File: src/rtl/cvsd_pkg.sv
// rtl/cvsd_pkg.sv - shared constants and state type for the CVSD tone path
// Holds the sine table geometry, the downstream midscale code and the
// burst sequencer state enum.
package cvsd_pkg;

    localparam int         LUT_DEPTH = 20;
    localparam int         IDX_W     = 5;
    localparam logic [7:0] MIDSCALE  = 8'd128;

    typedef enum logic [1:0] {
        IDLE = 2'd0,
        RUN  = 2'd1,
        GAP  = 2'd2,
        DONE = 2'd3
    } burst_state_t;

endpackage

File: src/rtl/tone_idx_acc.sv
// rtl/tone_idx_acc.sv - modulo-LUT_DEPTH sine table index accumulator
// Ports:
//   clk, rst_n  sample clock, asynchronous active-low reset
//   clear       force idx to 0 on the next edge (wins over advance)
//   advance     idx <= (idx + step) mod LUT_DEPTH on the next edge
//   step        increment, expected in 1..LUT_DEPTH-1
//   idx         registered table index
//   wrap_next   combinational: idx + step reaches or passes LUT_DEPTH
module tone_idx_acc #(
    parameter int LUT_DEPTH = cvsd_pkg::LUT_DEPTH,
    parameter int IDX_W     = cvsd_pkg::IDX_W
) (
    input  logic             clk,
    input  logic             rst_n,
    input  logic             clear,
    input  logic             advance,
    input  logic [IDX_W-1:0] step,
    output logic [IDX_W-1:0] idx,
    output logic             wrap_next
);

    localparam logic [IDX_W:0] DEPTH = (IDX_W + 1)'(LUT_DEPTH);

    logic [IDX_W-1:0] idx_q, idx_d;
    logic [IDX_W:0]   sum;
    logic [IDX_W:0]   sum_wrapped;

    // One extra bit so the sum of two in-range values cannot overflow.
    assign sum         = {1'b0, idx_q} + {1'b0, step};
    assign sum_wrapped = sum - DEPTH;
    assign wrap_next   = (sum >= DEPTH);

    always_comb begin
        idx_d = idx_q;
        if (clear) begin
            idx_d = '0;
        end else if (advance) begin
            idx_d = wrap_next ? sum_wrapped[IDX_W-1:0] : sum[IDX_W-1:0];
        end
    end

    always_ff @(posedge clk or negedge rst_n) begin
        if (!rst_n) begin
            idx_q <= '0;
        end else begin
            idx_q <= idx_d;
        end
    end

    assign idx = idx_q;

endmodule

File: src/rtl/tone_burst_ctrl.sv
// rtl/tone_burst_ctrl.sv - tone burst sequencer driving the sine lookup path
// Ports:
//   clk_10k, rst_n       sample clock, asynchronous active-low reset
//   start, abort         one-cycle request / cancel
//   cfg_step             index increment per sample
//   cfg_periods          full table wraps per burst
//   cfg_gap              silent samples between bursts
//   cfg_repeat           number of bursts, 0 = continuous
//   lut_idx, lut_en      table index and live-sample flag
//   mute                 inverse of lut_en
//   busy, done           sequence active / one-cycle completion pulse
//   burst_cnt            bursts completed in the current sequence
module tone_burst_ctrl #(
    parameter int LUT_DEPTH = cvsd_pkg::LUT_DEPTH,
    parameter int IDX_W     = cvsd_pkg::IDX_W,
    parameter int CNT_W     = 8,
    parameter int REP_W     = 4
) (
    input  logic             clk_10k,
    input  logic             rst_n,
    input  logic             start,
    input  logic             abort,
    input  logic [IDX_W-1:0] cfg_step,
    input  logic [CNT_W-1:0] cfg_periods,
    input  logic [CNT_W-1:0] cfg_gap,
    input  logic [REP_W-1:0] cfg_repeat,
    output logic [IDX_W-1:0] lut_idx,
    output logic             lut_en,
    output logic             mute,
    output logic             busy,
    output logic             done,
    output logic [REP_W-1:0] burst_cnt
);

    import cvsd_pkg::*;

    localparam logic [IDX_W:0]   DEPTH_X  = (IDX_W + 1)'(LUT_DEPTH);
    localparam logic [IDX_W-1:0] STEP_ONE = IDX_W'(1);
    localparam logic [CNT_W-1:0] PER_ONE  = CNT_W'(1);

    burst_state_t     state_q, state_d;
    logic [IDX_W-1:0] step_q, step_d;
    logic [CNT_W-1:0] periods_q, periods_d;
    logic [CNT_W-1:0] gap_q, gap_d;
    logic [REP_W-1:0] repeat_q, repeat_d;
    logic [CNT_W-1:0] wrap_q, wrap_d;
    logic [CNT_W-1:0] gap_cnt_q, gap_cnt_d;
    logic [REP_W-1:0] burst_q, burst_d;
    logic             lut_en_q, mute_q, busy_q, done_q;

    logic             acc_clear, acc_adv, wrap_next;
    logic [CNT_W:0]   wrap_inc;
    logic [REP_W-1:0] burst_inc;
    logic             burst_end;
    logic             step_ok;

    tone_idx_acc #(
        .LUT_DEPTH (LUT_DEPTH),
        .IDX_W     (IDX_W)
    ) u_acc (
        .clk       (clk_10k),
        .rst_n     (rst_n),
        .clear     (acc_clear),
        .advance   (acc_adv),
        .step      (step_q),
        .idx       (lut_idx),
        .wrap_next (wrap_next)
    );

    assign step_ok   = (cfg_step != '0) && ({1'b0, cfg_step} < DEPTH_X);
    assign wrap_inc  = {1'b0, wrap_q} + 1'b1;
    assign burst_inc = burst_q + 1'b1;
    // The sample that would wrap for the periods-th time is the last one;
    // the wrapped index itself is never emitted.
    assign burst_end = wrap_next && (wrap_inc == {1'b0, periods_q});

    always_comb begin
        state_d   = state_q;
        step_d    = step_q;
        periods_d = periods_q;
        gap_d     = gap_q;
        repeat_d  = repeat_q;
        wrap_d    = wrap_q;
        gap_cnt_d = gap_cnt_q;
        burst_d   = burst_q;
        acc_clear = 1'b0;
        acc_adv   = 1'b0;

        unique case (state_q)
            IDLE: begin
                acc_clear = 1'b1;
                if (start && !abort) begin
                    state_d   = RUN;
                    step_d    = step_ok ? cfg_step : STEP_ONE;
                    periods_d = (cfg_periods == '0) ? PER_ONE : cfg_periods;
                    gap_d     = cfg_gap;
                    repeat_d  = cfg_repeat;
                    wrap_d    = '0;
                    burst_d   = '0;
                end
            end
            RUN: begin
                if (burst_end) begin
                    burst_d   = burst_inc;
                    acc_clear = 1'b1;
                    wrap_d    = '0;
                    if ((repeat_q != '0) && (burst_inc == repeat_q)) begin
                        state_d = DONE;
                    end else if (gap_q == '0) begin
                        state_d = RUN;
                    end else begin
                        state_d   = GAP;
                        gap_cnt_d = gap_q;
                    end
                end else begin
                    acc_adv = 1'b1;
                    if (wrap_next) begin
                        wrap_d = wrap_q + 1'b1;
                    end
                end
            end
            GAP: begin
                acc_clear = 1'b1;
                // Loaded with gap on entry, so GAP lasts exactly gap cycles.
                if (gap_cnt_q <= PER_ONE) begin
                    state_d   = RUN;
                    wrap_d    = '0;
                    gap_cnt_d = '0;
                end else begin
                    gap_cnt_d = gap_cnt_q - 1'b1;
                end
            end
            DONE: begin
                acc_clear = 1'b1;
                state_d   = IDLE;
            end
            default: begin
                state_d = IDLE;
            end
        endcase

        // Cancel overrides everything; burst_cnt is left for inspection.
        if (abort) begin
            state_d   = IDLE;
            acc_clear = 1'b1;
            acc_adv   = 1'b0;
            burst_d   = burst_q;
            wrap_d    = '0;
            gap_cnt_d = '0;
        end
    end

    always_ff @(posedge clk_10k or negedge rst_n) begin
        if (!rst_n) begin
            state_q   <= IDLE;
            step_q    <= '0;
            periods_q <= '0;
            gap_q     <= '0;
            repeat_q  <= '0;
            wrap_q    <= '0;
            gap_cnt_q <= '0;
            burst_q   <= '0;
            lut_en_q  <= 1'b0;
            mute_q    <= 1'b1;
            busy_q    <= 1'b0;
            done_q    <= 1'b0;
        end else begin
            state_q   <= state_d;
            step_q    <= step_d;
            periods_q <= periods_d;
            gap_q     <= gap_d;
            repeat_q  <= repeat_d;
            wrap_q    <= wrap_d;
            gap_cnt_q <= gap_cnt_d;
            burst_q   <= burst_d;
            lut_en_q  <= (state_d == RUN);
            mute_q    <= (state_d != RUN);
            busy_q    <= (state_d != IDLE);
            done_q    <= (state_d == DONE);
        end
    end

    assign lut_en    = lut_en_q;
    assign mute      = mute_q;
    assign busy      = busy_q;
    assign done      = done_q;
    assign burst_cnt = burst_q;

endmodule

File: config.mk
export PLATFORM = sky130hd
export DESIGN_NAME = tone_burst_ctrl
export DESIGN_NICKNAME = d
export VERILOG_FILES = /design/src/rtl/cvsd_pkg.sv /design/src/rtl/tone_idx_acc.sv /design/src/rtl/tone_burst_ctrl.sv
export SDC_FILE = /design/constraint.sdc
export NUM_CORES = 1
export LEC_CHECK = 0
export BUFFER_PORTS_ARGS = -buffer_cell sky130_fd_sc_hd__buf_4
export CORE_ASPECT_RATIO = 0.9
export CORE_MARGIN = 4
export CORE_UTILIZATION = 58
export DETAILED_ROUTE_END_ITERATION = 8
export PLACE_DENSITY = 0.81
export SYNTH_ARGS = -nofsm -noshare
export SYNTH_HDL_FRONTEND = slang
export SYNTH_SLANG_ARGS = --single-unit
File: constraint.sdc
create_clock -name clk_10k -period 4.2 [get_ports clk_10k]
set_input_delay 0.63 -clock clk_10k [delete_from_list [all_inputs] [get_ports clk_10k]]
set_output_delay 0.63 -clock clk_10k [all_outputs]
set_load 0.005 [all_outputs]
==> results of run 1 <==
## sequential cells by signal, summed over array words and instances, names as in the netlist, 2 cells and up
register,flops
gap_cnt_q,8
gap_q,8
periods_q,8
u_acc.idx,5
repeat_q,4
wrap_q,8
state_q,2
burst_cnt,4
step_q,5
## layer usage
layer / up-vias / track usage [%] / share of wire (%)
li1: 1322 / - / -
met1: 1270 / 33.1 / 46
met2: 76 / 33.3 / 46
met3: 7 / 5.29 / 7.1
met4: 0 / 5.30 / 0.97
met5: - / 0 / 0
## worst max-delay path by stage
stage,from,endpoint
2_1_floorplan,u_acc.idx[1],burst_cnt[2]
3_3_place_gp,u_acc.idx[1],busy
3_5_place_dp,u_acc.idx[1],busy
4_1_cts,u_acc.idx[1],busy
5_1_grt,u_acc.idx[1],busy
6_report,u_acc.idx[1],busy
## worst reg2reg max path, stage by stage, from the launching register on
cell and delay, ps:
dfrtp_1 440, ha_1 330, a21o_1 170, a21oi_1 170
xor2_1 260, ha_1 180, or3b_1 360, a2bb2oi_2 150
a221oi_2 130, nand3b_4 210, nor4_1 730, nor2_1 100
or2_2 320
## power groups by stage
stage               Clock (mW)  Sequential [mW]  Combinational [mW]
floorplan                    0            0.626               0.170
global placement             0            0.638               0.239
detailed placement           0            0.640               0.245
CTS                      0.385            0.629               0.248
global route             0.408            0.637               0.282
finish                   0.377            0.629               0.246
## area by class of cell
cell class / count / area share [%]
repair buffers: 43 / 8.70
inverters: 12 / 1.21
clock buffers: 6 / 2.23
flip-flops and latches: 56 / 37.8
well taps: 67 / 2.26
multi-input cells: 275 / 46.8
clock inverters: 2 / 1.05
## per-stage QoR
stage / instance area, um^2 / worst slack [ps] / power, mW / hold slack, ps / utilization [%]
3_5_place_dp: 3590 / 636 / 0.885 / 474 / 67.5
2_1_floorplan: 3230 / 951 / 0.796 / 334 / -
4_1_cts: 3710 / 594 / 1.26 / 371 / 69.8
6_report: 3710 / 544 / 1.25 / 350 / 69.8
3_3_place_gp: 3590 / 800 / 0.877 / 463 / 67.5
5_1_grt: 3710 / 248 / 1.33 / 404 / 69.8
## placed cells by master (no fill, tap or decap), drive strengths merged, types with 2 or more instances in the layout
master   synthesis  final
nor2b            4      4
and3             4      4
xnor2           10     10
a21o             3      3
nor2            30     30
or2              3      3
a21oi            9      9
mux2i            2      2
nand2b           4      4
and2             4      4
nor3b            2      2
nand2           80     80
xor2             8      8
and3b            2      2
nor3            14     14
nor4             7      7
buf              3     43
or4              2      2
inv             12     12
ha              11     11
mux2             2      2
o21ai           13     13
o21a             2      2
a32oi            2      2
o2111ai          2      2
a211oi           4      4
dfrtp           55     55
o22ai            3      3
nand3           10     10
o211ai           3      3
nand3b           5      5
o31ai            6      6
a31oi            2      2
o21bai           2      2
clkbuf           7      6
a211o            2      2
a22o             5      5
## cells by family after synthesis
family / count (synthesis) / synth area share (%)
multiplexers: 4 / 1.43
adder cells (fa/ha/maj): 12 / 4.88
AND/OR/NAND/NOR: 174 / 26.7
flip-flops: 56 / 43.4
AO/OA/AOI/OAI: 67 / 15.7
buffers and inverters: 22 / 2.95
XOR/XNOR: 18 / 4.88
==> impl_results.md, run 1 <==
* Clk buf depth at 2
* Clk sinks at 56
* Placed Instances at 453
* Share of post-route cells with drive strength above 1 at 19.3%
* Max Clock Skew at 8.43 ps
* Outcome: completed
* CTS tree: done
* Drt first pass iters at 4
* Most used DFF post-synth: dfrtp_1
* Tcrit/Tclk final at 87.0%
* Setup CP Type: flop to flop
* First-pass GRT wire length at 12100 um
* FF-to-FF Start: u_acc.idx[1]
* PortBufs at 41
* Synth Cell Area at 0.00323 mm^2
* Routed WL per cell at 15.1 um
* Die Span Y at 78.8 um
* Yosys warns at 0
* Io pins at 42
* Clock power share at 30.1%
* WP data arrival at 3870 ps
* Pleak at 1.83 nW
* Synth area leaders: dfrtp_1 43%, nand2_1 9.3%, ha_1 4.3%
* Mean post-synth cell area at 9.14 um^2
* Remaining antenna violation count at 0
* DR vias/cell at 5.80
* Clock root cell: clkbuf_8
* Die ar. at 0.00683 mm^2
* Worst slew margin at 42.6%
* Buf+Inv Stages, Crit Path at 0
* Largest net degree at the start of global routing at 57
* RSZ-0062 raised after global routing: false
* Fin nets at 434
* RePlAce Congestion at 0.887
* Sw Pwr at 359 uW
* Reg2reg end: busy
* Worst min-delay path class: input port to async pin
* Antenna violations before repair at 0
* Residual DRC at 0
* Post-CTS sizing at 0
* Synth Instances at 353
* WP data required at 4410 ps
* Initial Util at 60.7%
* Reg2Reg Depth at 12
* Iter 0 DRT Violations at 304
* Clk_lat worst skew at 320 ps
* Syn_nets at 394
* Detail Placement HPWL at 5120 um
* WL final at 6980 um
* Crit-path max cell delay at 730 ps
* CTS buffer count at 5
* Final setup fails at 0
* Post-synth EDFFs at 0
* Worst slew pin tran at 853 ps
* Layout area overhead at 15.0%
* Row cnt at 25
* Multi-input gate area at 0.00174 mm^2
* Peak supply drop at 0.273 mV
* Yosys reg bits at 56
* Top post-synthesis cells by count: 80 x nand2_1, 55 x dfrtp_1, 30 x nor2_1
* Core area at 0.00532 mm^2
* FF+latch area at 0.00140 mm^2
* Pwr dens at 338 mW/mm^2
* Worst path slowest cell: nor4_1
* Aggregate negative setup slack at 0 ps
* Power share of the sequential group at 50.2%
* Sequential area share after synthesis at 43.4%
* Share of the synthesized area in the top cell type at 42.6%
* Most common cell on crit path: ha_1
* Max frequency at 0.274 GHz
* CP Launch Type: flop
* R2r setup slk at 540 ps
* Vias at 2675
* Hold Vio Cnt, Final at 0
* Max-Cap Viols at 0
* Total track usage at 22.4%
* N_diodes at 0
* Critical path depth at 12
* Grt total ovfl at 0
* Cell family with most CP delay: simple AND/OR/NAND/NOR gates
* Post-route minimum period at 3660 ps
* Combinational Power Share at 19.7%
* Post-route insts no fill at 461
* CTS Hold Bufs at 0
* Clock-pin slew on the worst setup and hold paths at 100 ps
* Switching share of power at 28.7%
* Slew Limit Fails at 0
* H-tree levels at 2
* Largest area contributor in the netlist: dfrtp_1
* Count of cell types in the netlist at 64
* Critical path, cell by cell: ha_1, a21o_1, a21oi_1, xor2_1, ha_1, or3b_1, a2bb2oi_2, a221oi_2, nand3b_4, nor4_1, nor2_1, or2_2
* Fill cells at 433
* Post-CTS setup buffer count at 0
* Count leader, synth: nand2_1
* P_int at 893 uW
* Largest fanout on the critical path at 5
* Crit end category: flop
* Vias in the first global route at 2518
* Die Width at 86.6 um
* Fraction of registers with async set/reset at 100%
Note: power is estimated with default switching activity, not from simulation.
==> run 2: changes to the inputs <==
--- a/config.mk
+++ b/config.mk
@@ -10,7 +10,7 @@
 export CORE_MARGIN = 4
 export CORE_UTILIZATION = 58
 export DETAILED_ROUTE_END_ITERATION = 8
-export PLACE_DENSITY = 0.81
+export PLACE_DENSITY = 0.8
 export SYNTH_ARGS = -nofsm -noshare
 export SYNTH_HDL_FRONTEND = slang
 export SYNTH_SLANG_ARGS = --single-unit
==> impl_results.md, run 2 (synthesis results as in run 1) <==
* CTS buffer count at 5 (unchanged)
* Outcome: completed
* Row cnt at 25 (unchanged)
* Clk_lat worst skew at 320 ps (about the same)
* Max Clock Skew at 11.5 ps (+3.03 ps)
* Crit end category: flop
* WL final at 6980 um (about the same)
* Max frequency at 0.270 GHz (-1.2%)
* Layout area overhead at 14.0%
* Most common cell on crit path: ha_1
* Io pins at 42 (unchanged)
* N_diodes at 0 (unchanged)
* Core area at 0.00532 mm^2 (unchanged)
* Worst slew margin at 44.1% (+1.5 points)
* Die Span Y at 78.8 um (unchanged)
* Antenna violations before repair at 0 (unchanged)
* Largest fanout on the critical path at 5 (unchanged)
* Critical path, cell by cell: ha_1, a21o_1, a21oi_1, xor2_1, ha_1, or3b_1, a2bb2oi_2, a221oi_2, nand3b_4, nor4_1, nor2_1, or2_2
* Fill cells at 414 (-4.4%)
* Slew Limit Fails at 0 (unchanged)
* Initial Util at 60.7% (unchanged)
* Die ar. at 0.00683 mm^2 (unchanged)
* Share of post-route cells with drive strength above 1 at 19.3% (unchanged)
* PnR worst setup slack at 502 ps (-42.6 ps)
* Worst slack, placed at 581 ps (-55.2 ps)
* Residual DRC at 0 (unchanged)
* Finished Cell Area at 0.00368 mm^2 (-0.81%)
* Fin nets at 434 (unchanged)
* CTS Hold Bufs at 0 (unchanged)
* CTS tree: done
* Vias in the first global route at 2603 (+3.4%)
* Cell family with most CP delay: simple AND/OR/NAND/NOR gates
* WP data required at 4400 ps (about the same)
* Post-CTS setup buffer count at 0 (unchanged)
* Post-Route Hold Slack at 348 ps (-1.47 ps)
* Largest net degree at the start of global routing at 57 (unchanged)
* Worst slew pin tran at 831 ps (-22.2 ps)
* WP data arrival at 3900 ps (+30 ps)
* Pleak at 1.81 nW (-0.71%)
* RSZ-0062 raised after global routing: false
* Routed WL per cell at 15.1 um (about the same)
* Tcrit/Tclk final at 88.1% (+1.0 points)
* CP Launch Type: flop
* Post-CTS sizing at 0 (unchanged)
* First-pass GRT wire length at 12000 um (-0.91%)
* Max-Cap Viols at 0 (unchanged)
* Hold Vio Cnt, Final at 0 (unchanged)
* Clock root cell: clkbuf_8
* Area after DPL at 0.00359 mm^2 (unchanged)
* Remaining antenna violation count at 0 (unchanged)
* Most common cell after layout, fill and taps aside: nand2_1
* DR vias/cell at 5.78 (-0.37%)
* Multi-input gate area at 0.00174 mm^2 (unchanged)
* Pwr dens at 323 mW/mm^2 (-4.2%)
* Drt first pass iters at 4 (unchanged)
* Worst path slowest cell: nor4_1
* Total track usage at 22.0% (-0.38 points)
* H-tree levels at 2 (unchanged)
* Clk sinks at 56 (unchanged)
* Setup CP Type: flop to flop
* Crit-path max cell delay at 710 ps (-20 ps)
* Aggregate negative setup slack at 0 ps (unchanged)
* Die Width at 86.6 um (unchanged)
* Detail Placement HPWL at 5180 um (+1.1%)
* Post-route minimum period at 3700 ps (+42.6 ps)
* RePlAce Congestion at 0.888 (+0.15%)
* Clock-pin slew on the worst setup and hold paths at 110 ps (about the same)
* Worst min-delay path class: input port to async pin
* Buf+Inv Stages, Crit Path at 0 (unchanged)
* Peak supply drop at 0.233 mV (-15%)
* Most frequent cells in the layout: 80 x nand2_1, 55 x dfrtp_1, 43 x buf_4
* Iter 0 DRT Violations at 203 (-33%)
* Grt total ovfl at 0 (unchanged)
* PortBufs at 41 (unchanged)
* Vias at 2665 (-0.37%)
* FF+latch area at 0.00140 mm^2 (unchanged)
* Clk buf depth at 2 (unchanged)
* Final setup fails at 0 (unchanged)
## run 2: path summary, 6_finish.rpt
check | startpoint | end | slack, ps | cells after the start
worst max-delay path | u_acc.idx[1] | busy | 500 | 12
worst max register to register | u_acc.idx[1] | busy | 500 | 12
max in group asynchronous | rst_n | gap_cnt_q[1] | 3390 | 1
min in group clk_10k | cfg_repeat[2] | repeat_q[2] | 490 | 3
worst min-delay path | rst_n | wrap_q[2] | 350 | 1
worst min register to register | step_q[3] | step_q[3] | 490 | 2
## run 2: routing by layer
metal | vias up | wire (um) | track usage, %
met2 | 75 | 3180 | 33.6
met3 | 8 | 452 | 3.94
met4 | 0 | 70 | 7.17
met5 | - | 0 | 0
met1 | 1267 | 3270 | 31.7
li1 | 1315 | - | -
## run 2: per-stage QoR
stage | std cells | total power, mW | utilization (%)
after floorplan | 353 | 0.796 | -
after global placement | 453 | 0.879 | 67.5
after detailed placement | 453 | 0.888 | 67.5
after CTS | 461 | 1.19 | 69.2
after global routing | 461 | 1.26 | 69.2
final | 461 | 1.19 | 69.2
## run 2: cell type report
cell class              instances  area share, %
multi-input cells             275           47.1
flip-flops and latches         56           38.1
repair buffers                 43           8.77
well taps                      67           2.28
clock buffers                   5           1.87
inverters                      12           1.22
clock inverters                 3          0.612
## run 2: power by group
group          switching, mW  total, mW  internal, mW  leakage [nW]
logic                  0.138      0.249         0.112          1.03
clock network          0.191      0.311         0.120        0.0485
registers             0.0428      0.629         0.587         0.733
total                  0.372       1.19         0.819          1.81
